### config.mk
export PLATFORM = sky130hd
export DESIGN_NAME = ps2_kbd_tx
export DESIGN_NICKNAME = d
export VERILOG_FILES = /design/src/rtl/ps2_pkg.sv /design/src/rtl/ps2_tx_fifo.sv /design/src/rtl/ps2_kbd_tx.sv
export SDC_FILE = /design/constraint.sdc
export NUM_CORES = 1
export LEC_CHECK = 0
export ABC_AREA = 1
export BUFFER_PORTS_ARGS = -buffer_cell sky130_fd_sc_hd__buf_2
export CAP_MARGIN = 20
export CORE_ASPECT_RATIO = 0.8
export CORE_MARGIN = 2
export CORE_UTILIZATION = 56
export CTS_CLUSTER_DIAMETER = 150
export DETAILED_ROUTE_END_ITERATION = 16
export PLACE_DENSITY = 0.73
export SLEW_MARGIN = 25
export SYNTH_ARGS = -nofsm -noshare
export SYNTH_HDL_FRONTEND = slang
export SYNTH_HIERARCHICAL = 1
export SYNTH_SLANG_ARGS = --single-unit
### constraint.sdc
create_clock -name clk_sys -period 3.7 [get_ports clk_sys]
set_clock_uncertainty 0.05 [all_clocks]
set_input_delay 0.185 -clock clk_sys [delete_from_list [all_inputs] [get_ports clk_sys]]
set_output_delay 0.185 -clock clk_sys [all_outputs]
set_load 0.01 [all_outputs]
### src/rtl/ps2_pkg.sv
// Shared PS/2 transmitter definitions: FSM encoding, frame size, default timing.
// No logic of its own; frame builder is a pure function.
package ps2_pkg;

    typedef logic [2:0] ps2_state_t;

    localparam ps2_state_t ST_IDLE  = 3'd0;
    localparam ps2_state_t ST_GAP   = 3'd1;
    localparam ps2_state_t ST_HIGH  = 3'd2;
    localparam ps2_state_t ST_LOW   = 3'd3;
    localparam ps2_state_t ST_DONE  = 3'd4;
    localparam ps2_state_t ST_ABORT = 3'd5;

    localparam int PS2_FRAME_BITS   = 11;
    localparam int PS2_CLK_HALF_DEF = 1920;
    localparam int PS2_IDLE_GAP_DEF = 2400;

    // Bit 0 goes on the wire first: start 0, data LSB first, odd parity, stop 1.
    function automatic logic [PS2_FRAME_BITS-1:0] ps2_frame(input logic [7:0] data);
        return {1'b1, ~^data, data, 1'b0};
    endfunction

endpackage

### src/rtl/ps2_tx_fifo.sv
// Scancode FWFT FIFO: head visible while non-empty, level/ready update the cycle after push/pop.
// Pushes while full are dropped (push_rdy low); pop on empty is ignored.
module ps2_tx_fifo #(
    parameter int W     = 8,
    parameter int DEPTH = 8
) (
    input  logic                     clk_sys,
    input  logic                     reset,
    input  logic                     push_vld,
    input  logic [W-1:0]             push_dat,
    output logic                     push_rdy,
    input  logic                     pop_vld,
    output logic [W-1:0]             head_dat,
    output logic                     empty,
    output logic [$clog2(DEPTH):0]   level
);

    localparam int AW = $clog2(DEPTH);
    localparam int LW = AW + 1;

    logic [W-1:0]  mem [DEPTH];
    logic [AW-1:0] wr_ptr;
    logic [AW-1:0] rd_ptr;
    logic          do_push;
    logic          do_pop;

    assign push_rdy = (level != LW'(DEPTH));
    assign empty    = (level == '0);
    assign do_push  = push_vld & push_rdy;
    assign do_pop   = pop_vld & ~empty;
    assign head_dat = mem[rd_ptr];

    always_ff @(posedge clk_sys) begin
        if (do_push) begin
            mem[wr_ptr] <= push_dat;
        end
    end

    // Pointers wrap naturally because DEPTH is a power of two.
    always_ff @(posedge clk_sys or posedge reset) begin
        if (reset) begin
            wr_ptr <= '0;
            rd_ptr <= '0;
            level  <= '0;
        end else begin
            if (do_push) begin
                wr_ptr <= wr_ptr + 1'b1;
            end
            if (do_pop) begin
                rd_ptr <= rd_ptr + 1'b1;
            end
            if (do_push && !do_pop) begin
                level <= level + 1'b1;
            end else if (!do_push && do_pop) begin
                level <= level - 1'b1;
            end
        end
    end

endmodule

### src/rtl/ps2_kbd_tx.sv
// Device-side PS/2 keyboard transmitter: buffered scancodes serialised as 11-bit frames.
// First falling edge IDLE_GAP+CLK_HALF+2 cycles after push; host inhibit aborts and resends the frame.
module ps2_kbd_tx
    import ps2_pkg::*;
#(
    parameter int CLK_HALF   = PS2_CLK_HALF_DEF,
    parameter int IDLE_GAP   = PS2_IDLE_GAP_DEF,
    parameter int FIFO_DEPTH = 8
) (
    input  logic                          clk_sys,
    input  logic                          reset,
    input  logic [7:0]                    tx_data,
    input  logic                          tx_valid,
    output logic                          tx_ready,
    input  logic                          ps2_clk_i,
    output logic                          ps2_clk_o,
    output logic                          ps2_dat_o,
    output logic                          busy,
    output logic [$clog2(FIFO_DEPTH):0]   fifo_level
);

    localparam int CNT_MAX = (CLK_HALF > IDLE_GAP) ? CLK_HALF : IDLE_GAP;
    localparam int CW      = $clog2(CNT_MAX + 1);

    localparam logic [CW-1:0] HALF_LAST   = CW'(CLK_HALF - 1);
    localparam logic [CW-1:0] GAP_LAST    = CW'(IDLE_GAP);
    localparam logic [CW-1:0] SYNC_SETTLE = CW'(2);
    localparam logic [3:0]    STOP_IDX    = 4'(PS2_FRAME_BITS - 1);
    localparam logic [3:0]    PAR_IDX     = 4'(PS2_FRAME_BITS - 2);

    logic                      clk_meta;
    logic                      clk_sync;
    ps2_state_t                state;
    ps2_state_t                state_nx;
    logic [CW-1:0]             cnt;
    logic [CW-1:0]             cnt_nx;
    logic [3:0]                bit_idx;
    logic [3:0]                idx_nx;
    logic [PS2_FRAME_BITS-1:0] frame;
    logic [PS2_FRAME_BITS-1:0] frame_nx;
    logic                      clk_drv_nx;
    logic                      dat_drv_nx;
    logic                      fifo_pop;
    logic                      fifo_empty;
    logic [7:0]                head_dat;

    ps2_tx_fifo #(
        .W     (8),
        .DEPTH (FIFO_DEPTH)
    ) u_fifo (
        .clk_sys  (clk_sys),
        .reset    (reset),
        .push_vld (tx_valid),
        .push_dat (tx_data),
        .push_rdy (tx_ready),
        .pop_vld  (fifo_pop),
        .head_dat (head_dat),
        .empty    (fifo_empty),
        .level    (fifo_level)
    );

    assign busy = (state != ST_IDLE) || !fifo_empty;

    always_comb begin
        state_nx = state;
        cnt_nx   = cnt;
        idx_nx   = bit_idx;
        frame_nx = frame;
        fifo_pop = 1'b0;
        case (state)
            ST_IDLE: begin
                cnt_nx = '0;
                if (!fifo_empty) begin
                    state_nx = ST_GAP;
                end
            end
            ST_GAP: begin
                if (!clk_sync) begin
                    cnt_nx = '0;
                end else if (cnt == GAP_LAST) begin
                    state_nx = ST_HIGH;
                    cnt_nx   = '0;
                    idx_nx   = '0;
                    frame_nx = ps2_frame(head_dat);
                end else begin
                    cnt_nx = cnt + 1'b1;
                end
            end
            ST_HIGH: begin
                // Our own low phase is still in the synchroniser for the first two cycles.
                if (bit_idx <= PAR_IDX && cnt >= SYNC_SETTLE && !clk_sync) begin
                    state_nx = ST_ABORT;
                    cnt_nx   = '0;
                end else if (cnt == HALF_LAST) begin
                    state_nx = ST_LOW;
                    cnt_nx   = '0;
                end else begin
                    cnt_nx = cnt + 1'b1;
                end
            end
            ST_LOW: begin
                if (cnt == HALF_LAST) begin
                    cnt_nx = '0;
                    if (bit_idx == STOP_IDX) begin
                        state_nx = ST_DONE;
                    end else begin
                        idx_nx   = bit_idx + 4'd1;
                        state_nx = ST_HIGH;
                    end
                end else begin
                    cnt_nx = cnt + 1'b1;
                end
            end
            ST_DONE: begin
                fifo_pop = 1'b1;
                state_nx = ST_IDLE;
            end
            ST_ABORT: begin
                cnt_nx   = '0;
                state_nx = ST_GAP;
            end
            default: begin
                state_nx = ST_IDLE;
                cnt_nx   = '0;
            end
        endcase
    end

    // Line drives are registered from the next state so they are glitch-free yet in step with it.
    assign clk_drv_nx = (state_nx != ST_LOW);
    assign dat_drv_nx = (state_nx == ST_HIGH || state_nx == ST_LOW) ? frame_nx[idx_nx] : 1'b1;

    always_ff @(posedge clk_sys or posedge reset) begin
        if (reset) begin
            clk_meta  <= 1'b1;
            clk_sync  <= 1'b1;
            state     <= ST_IDLE;
            cnt       <= '0;
            bit_idx   <= '0;
            frame     <= '1;
            ps2_clk_o <= 1'b1;
            ps2_dat_o <= 1'b1;
        end else begin
            clk_meta  <= ps2_clk_i;
            clk_sync  <= clk_meta;
            state     <= state_nx;
            cnt       <= cnt_nx;
            bit_idx   <= idx_nx;
            frame     <= frame_nx;
            ps2_clk_o <= clk_drv_nx;
            ps2_dat_o <= dat_drv_nx;
        end
    end

endmodule

==> results.md, run 1 <==
* Setup TNS at 0 ps
* Slew Viols, Final at 0
* Vias post-DR at 4024
* Cell mode on critical path: nand2_1
* Initial Util at 0.569
* Die W at 114 microns
* Ys Warns at 6
* Synth top area cells: edfxtp_1, nand2_1, dfrtp_1
* Fin crit period at 2730 ps
* Vias in the first global route at 3851
* Crit path capture type: flip-flop
* Final Cycle Share at 0.737
* Busiest grt layer: met2
* Main flop type after synthesis: edfxtp_1
* Worst slew margin at 0.328
* Clk_lat worst skew at 350 ps
* Routed len/inst at 14.7 microns
* Max_cap viols at 0
* Worst min-delay path class: in -> reg
* Clk sinks at 108
* Port bufs at 19
* Startpoint types: flip-flop
* Clock buffer depth at 2
* Hold_buf cts at 2
* Final hold violations at 0
* Placement-stage cell area at 0.00562 sq mm
* Pre-antenna DRT Iters at 5
* Final WS setup at 973 ps
* Netlist cell types at 40
* FFs w/ async S/R, synth at 0.407
* Area of the core at 0.00957 sq mm
* Share of cells above drive strength 1 at 0.137
* Post-synth EDFFs at 64
* FP Rows at 32
* Die height at 92.2 microns
* Worst-Margin Slew at 1000 ps
* Routability Congestion at 0.862
* M3 GR Usage at 0.0469
* Largest net degree at the start of global routing at 35
* Final Setup Violations at 0
* Syn Area/Cell at 9.06 sq um
* Final ANT Viol Nets at 0
* Setup WS pre-CTS at 1010 ps
* Achievable Freq at 367 MHz
* Syn_nets at 626
* Register area share after synthesis at 0.559
* First-pass GRT wire length at 18600 microns
* Top cells by count, synth: nand2_1, edfxtp_1, inv_1
* Crit path DAT at 2950 ps
* Peak VDD IR at 298 uV
* Post-synth top area cell: edfxtp_1
* Mapped Cells at 601
* Met2 Usage GRT at 0.355
* GRT Resource Usage Total at 0.227
* CP Class: reg -> reg
* FF-to-FF path depth at 21
* #FFs+latches synth at 108
* Final-stage net count at 649
* Synth Cell Area at 0.00545 sq mm
* Initial antenna violation count at 0
* Postcts setup bufs at 0
* Layout Area Growth over Synthesis at 9.40%
* RSZ-0062 raised after global routing: false
* Clock Pin Slew Worst Setup and Hold Paths at 80 ps
* Wirelength, routed at 11000 microns
* Slowest-stage cell, CP: inv_2
* H-tree level count at 3
* Clk root buf: clkbuf_16
* Final non-filler cell area at 0.00596 sq mm
* Gr ovfl total at 0
* Vias per cell at 5.38
* I/O pin total at 20
* Initial drt markers at 418
* CP max FO at 34
* CTS buffer count at 9
* Post-synth top area share at 0.353
* Pwr Total at 3.02 mW
* Hold-critical path depth at 1
* Die footprint at 0.0105 sq mm
* P_leak at 2.53 nW
* Post-cts sizing count at 0
* Met1 Use GR at 0.320
* Drt drc at 0
* Top-count cell post-synth: nand2_1
* DP HPWL at 7440 microns
* Outcome: finished clean
* Antenna cells at 0
* Cell Pwr Density at 507 mW/mm^2
* CP peak stage delay at 470 ps
* Cell chain of the critical path: buf_4 -> inv_2 -> nand2_1 -> nand2_1 -> nand2_1 -> o21ai_1 -> nand2_1 -> nand2_1 -> nand2_1 -> nand2_1 -> nand2_1 -> nand2_1 -> nand2_1 -> nand2_1 -> nand2_1 -> nand2_1 -> nand3_1 -> nand3_1 -> nand2_1 -> a21boi_1 -> nand2_1
* Critical Path RT at 3930 ps
* CTS tree: built
==> kinds of logic (layout without fill, tap and decap cells) <==
logic type / count (synthesis) / after routing / share of synthesized area
xor+xnor: 13 / 13 / 0.0209
buf+inv: 80 / 108 / 0.0636
fa+ha+maj: 13 / 13 / 0.0312
compound gates: 74 / 74 / 0.0779
simple gates: 313 / 313 / 0.248
flops: 108 / 108 / 0.559
==> placed cells by master, fill, tap and decap left out, types with 5 or more instances in the layout <==
master and instances:
a21oi_1 6, buf_2 19, clkbuf_16 9, dfrtp_1 29, dfstp_2 15, edfxtp_1 64, ha_1 12, inv_1 62
nand2_1 207, nand2_2 6, nand3_1 34, nor2_1 40, o21ai_0 25, o21ai_1 23, o21ai_2 5, o22ai_1 10
xnor2_1 5, xor2_1 8
==> layout make-up <==
type	instances	area [sq um]
Multi-Input combinational cell	413	2060
Sequential cell	108	3040
Clock inverter	7	86.3
Clock buffer	9	225
Fill cell	795	3610
Timing Repair Buffer	24	138
Tap cell	119	149
Inverter	68	258
==> final timing paths <==
| path | startpoint | to | slack (ps) |
|---|---|---|---|
| min reg2reg | clk_meta | clk_sync | 310 |
| min | tx_data[3] | u_fifo/mem[5][3] | 50 |
| max in group asynchronous | reset | frame[3] | 2830 |
| max reg2reg | u_fifo/rd_ptr[0] | ps2_dat_o | 970 |
| min in group asynchronous | reset | u_fifo/rd_ptr[0] | 320 |
| max | u_fifo/rd_ptr[0] | ps2_dat_o | 970 |
==> per-stage QoR <==
step / util / cells / hold slack (ps)
6_report: 0.623 / 748 / 48.0
5_1_grt: 0.623 / 748 / 51.2
4_1_cts: 0.622 / 748 / 45.0
3_5_place_dp: 0.588 / 730 / 156
3_3_place_gp: 0.588 / 730 / 142
2_1_floorplan: - / 601 / -24.8
==> layer usage <==
layer	wire length, microns	vias up
met5	0	-
met4	114	0
met3	435	11
met2	5160	92
met1	5250	1926
li1	-	1995
==> state kept, by name, summed over array words and instances (netlist names), 3 cells and up <==
name           count
u_fifo/mem        64
cnt               12
frame             11
bit_idx            4
u_fifo/level       4
state              3
u_fifo/rd_ptr      3
u_fifo/wr_ptr      3
==> worst max-delay path: cells and delay by family, from the launching register on <==
family	cells	cell delay, ps
AO/OA/AOI/OAI	2	230
buffers and inverters	2	710
flip-flops	1	370
AND/OR/NAND/NOR	17	1310
==> power breakdown <==
group          internal (mW)  switching [mW]
Clock                  0.543           0.457
Combinational          0.175           0.341
Sequential              1.43          0.0767
Total                   2.15           0.874
Power figures use the tool's default switching activity.
==> run 2, diff against run 1 <==
==> constraint.sdc (replaced) <==
create_clock -name clk_sys -period 2.55 [get_ports clk_sys]
set_clock_uncertainty 0.05 [all_clocks]
set_input_delay 0.1275 -clock clk_sys [delete_from_list [all_inputs] [get_ports clk_sys]]
set_output_delay 0.1275 -clock clk_sys [all_outputs]
set_load 0.01 [all_outputs]
==> results.md, run 2 (synthesized netlist as in run 1, its figures left out) <==
* Antenna cells at 0
* CP max FO at 27
* Achievable Freq at 435 MHz
* Drt drc at 0
* Initial drt markers at 336
* Initial antenna violation count at 0
* Initial Util at 0.569
* Die height at 92.2 microns
* Final Setup Violations at 0
* Vias post-DR at 4105
* Routed len/inst at 14.5 microns
* Postcts setup bufs at 0
* Vias in the first global route at 3999
* FF-to-FF path depth at 21
* Final-stage net count at 664
* Critical Path RT at 2790 ps
* GRT Resource Usage Total at 0.230
* H-tree level count at 3
* Gr ovfl total at 0
* Commonest non-fill, non-tap cells in the layout: nand2_1, edfxtp_1, inv_1
* Hold-critical path depth at 1
* Peak VDD IR at 407 uV
* Slew Viols, Final at 0
* P_leak at 2.59 nW
* Top Registers: u_fifo/mem: 64 flops, cnt: 12 flops, frame: 11 flops
* Final Cycle Share at 0.902
* Worst-Margin Slew at 876 ps
* Pre-antenna DRT Iters at 5
* I/O pin total at 20
* Die W at 114 microns
* CTS buffer count at 9
* Crit path capture type: flip-flop
* Vias per cell at 5.38
* Worst slew margin at 0.412
* Clk_lat worst skew at 350 ps
* Area of the core at 0.00957 sq mm
* Max_cap viols at 0
* Port bufs at 19
* Clock Pin Slew Worst Setup and Hold Paths at 80 ps
* Leading cell type in the layout, fill and taps excluded: nand2_1
* CTS tree: built
* Largest net degree at the start of global routing at 33
* Pwr Total at 4.40 mW
* Wirelength, routed at 11100 microns
* Placement-stage cell area at 0.00572 sq mm
* Hold_ws at 11.2 ps
* First-pass GRT wire length at 18700 microns
* Final ANT Viol Nets at 0
* CP Class: reg -> reg
* Layout Area Growth over Synthesis at 12.0%
* Clk sinks at 108
* Startpoint types: flip-flop
* Clock buffer depth at 2
* FP Rows at 32
* Final non-filler cell area at 0.00610 sq mm
* Clk root buf: clkbuf_16
* Routability Congestion at 0.879
* Largest Register: u_fifo/mem
* Outcome: finished clean
* DP HPWL at 7590 microns
* Setup TNS at 0 ps
* Cell Pwr Density at 722 mW/mm^2
* Share of cells above drive strength 1 at 0.152
* Crit path DAT at 2540 ps
* Utilization after layout at 0.637
* Worst min-delay path class: in -> reg
* Final hold violations at 0
* Max FFs per register at 64
* Fin crit period at 2300 ps
* Die footprint at 0.0105 sq mm
* RSZ-0062 raised after global routing: true
run 2: cell count changes in the layout (fill, tap and decap cells not counted), moves of 2 or more:
cell	delta
clkbuf_1	+2
nand2_1	-2
inv_6	-2
dlygate4sd3_1	+4
nand2_2	+2
buf_4	+9
run 2: repair_timing:
| action | CTS | global route |
|---|---|---|
| hold buffers | 6 | 0 |
| endpoints found under the hold margin | 62 | 0 |
| resized for setup | 0 | 8 |
| endpoints found under the setup margin | 0 | 2 |
run 2: final cells by class:
cell class / count / area [sq um]
fillers: 758 / 3470
flip-flops and latches: 108 / 3040
multi-input cells: 413 / 2060
repair buffers: 39 / 280
inverters: 68 / 260
clock buffers: 11 / 233
well taps: 119 / 149
clock inverters: 5 / 68.8
run 2: worst paths after layout:
| check | end | slack [ps] | startpoint |
|---|---|---|---|
| worst max register to register | ps2_dat_o | 250 | u_fifo/rd_ptr[0] |
| max in group asynchronous | frame[0] | 1420 | reset |
| worst min register to register | clk_sync | 320 | clk_meta |
| worst max-delay path | ps2_dat_o | 250 | u_fifo/rd_ptr[0] |
| worst min-delay path | u_fifo/mem[5][4] | 10 | tx_data[4] |
| min in group asynchronous | u_fifo/rd_ptr[1] | 270 | reset |
run 2: per-layer routing:
metal | global-route usage | share of wire
met2 | 0.365 | 0.46
met5 | 0 | 0
met3 | 0.0621 | 0.056
met1 | 0.312 | 0.47
met4 | 0.0701 | 0.016
run 2: power breakdown:
| part | switching (mW) | internal (mW) |
|---|---|---|
| Clock | 0.639 | 0.778 |
| Combinational | 0.508 | 0.294 |
| Sequential | 0.116 | 2.07 |
| Total | 1.26 | 3.14 |
run 2: critical path: stages (launching register included):
cell	delay, ps
dfrtp_2	440
inv_4	120
buf_12	180
nand2_1	60
nand2_1	60
nand2_1	50
o21ai_1	90
nand2_1	80
nand2_2	130
nand2_1	80
nand2_1	90
nand2_1	60
nand2_1	60
nand2_1	50
nand2_1	60
nand2_1	50
nand2_1	80
nand3_1	80
nand3_1	90
nand2_1	60
a21boi_1	140
nand2_1	70
run 2: metrics by stage:
stage	cells	setup WS, ps
after CTS	763	180
after floorplan	601	341
after detailed placement	741	223
after global routing	763	-9.27
after global placement	741	279
final	763	250
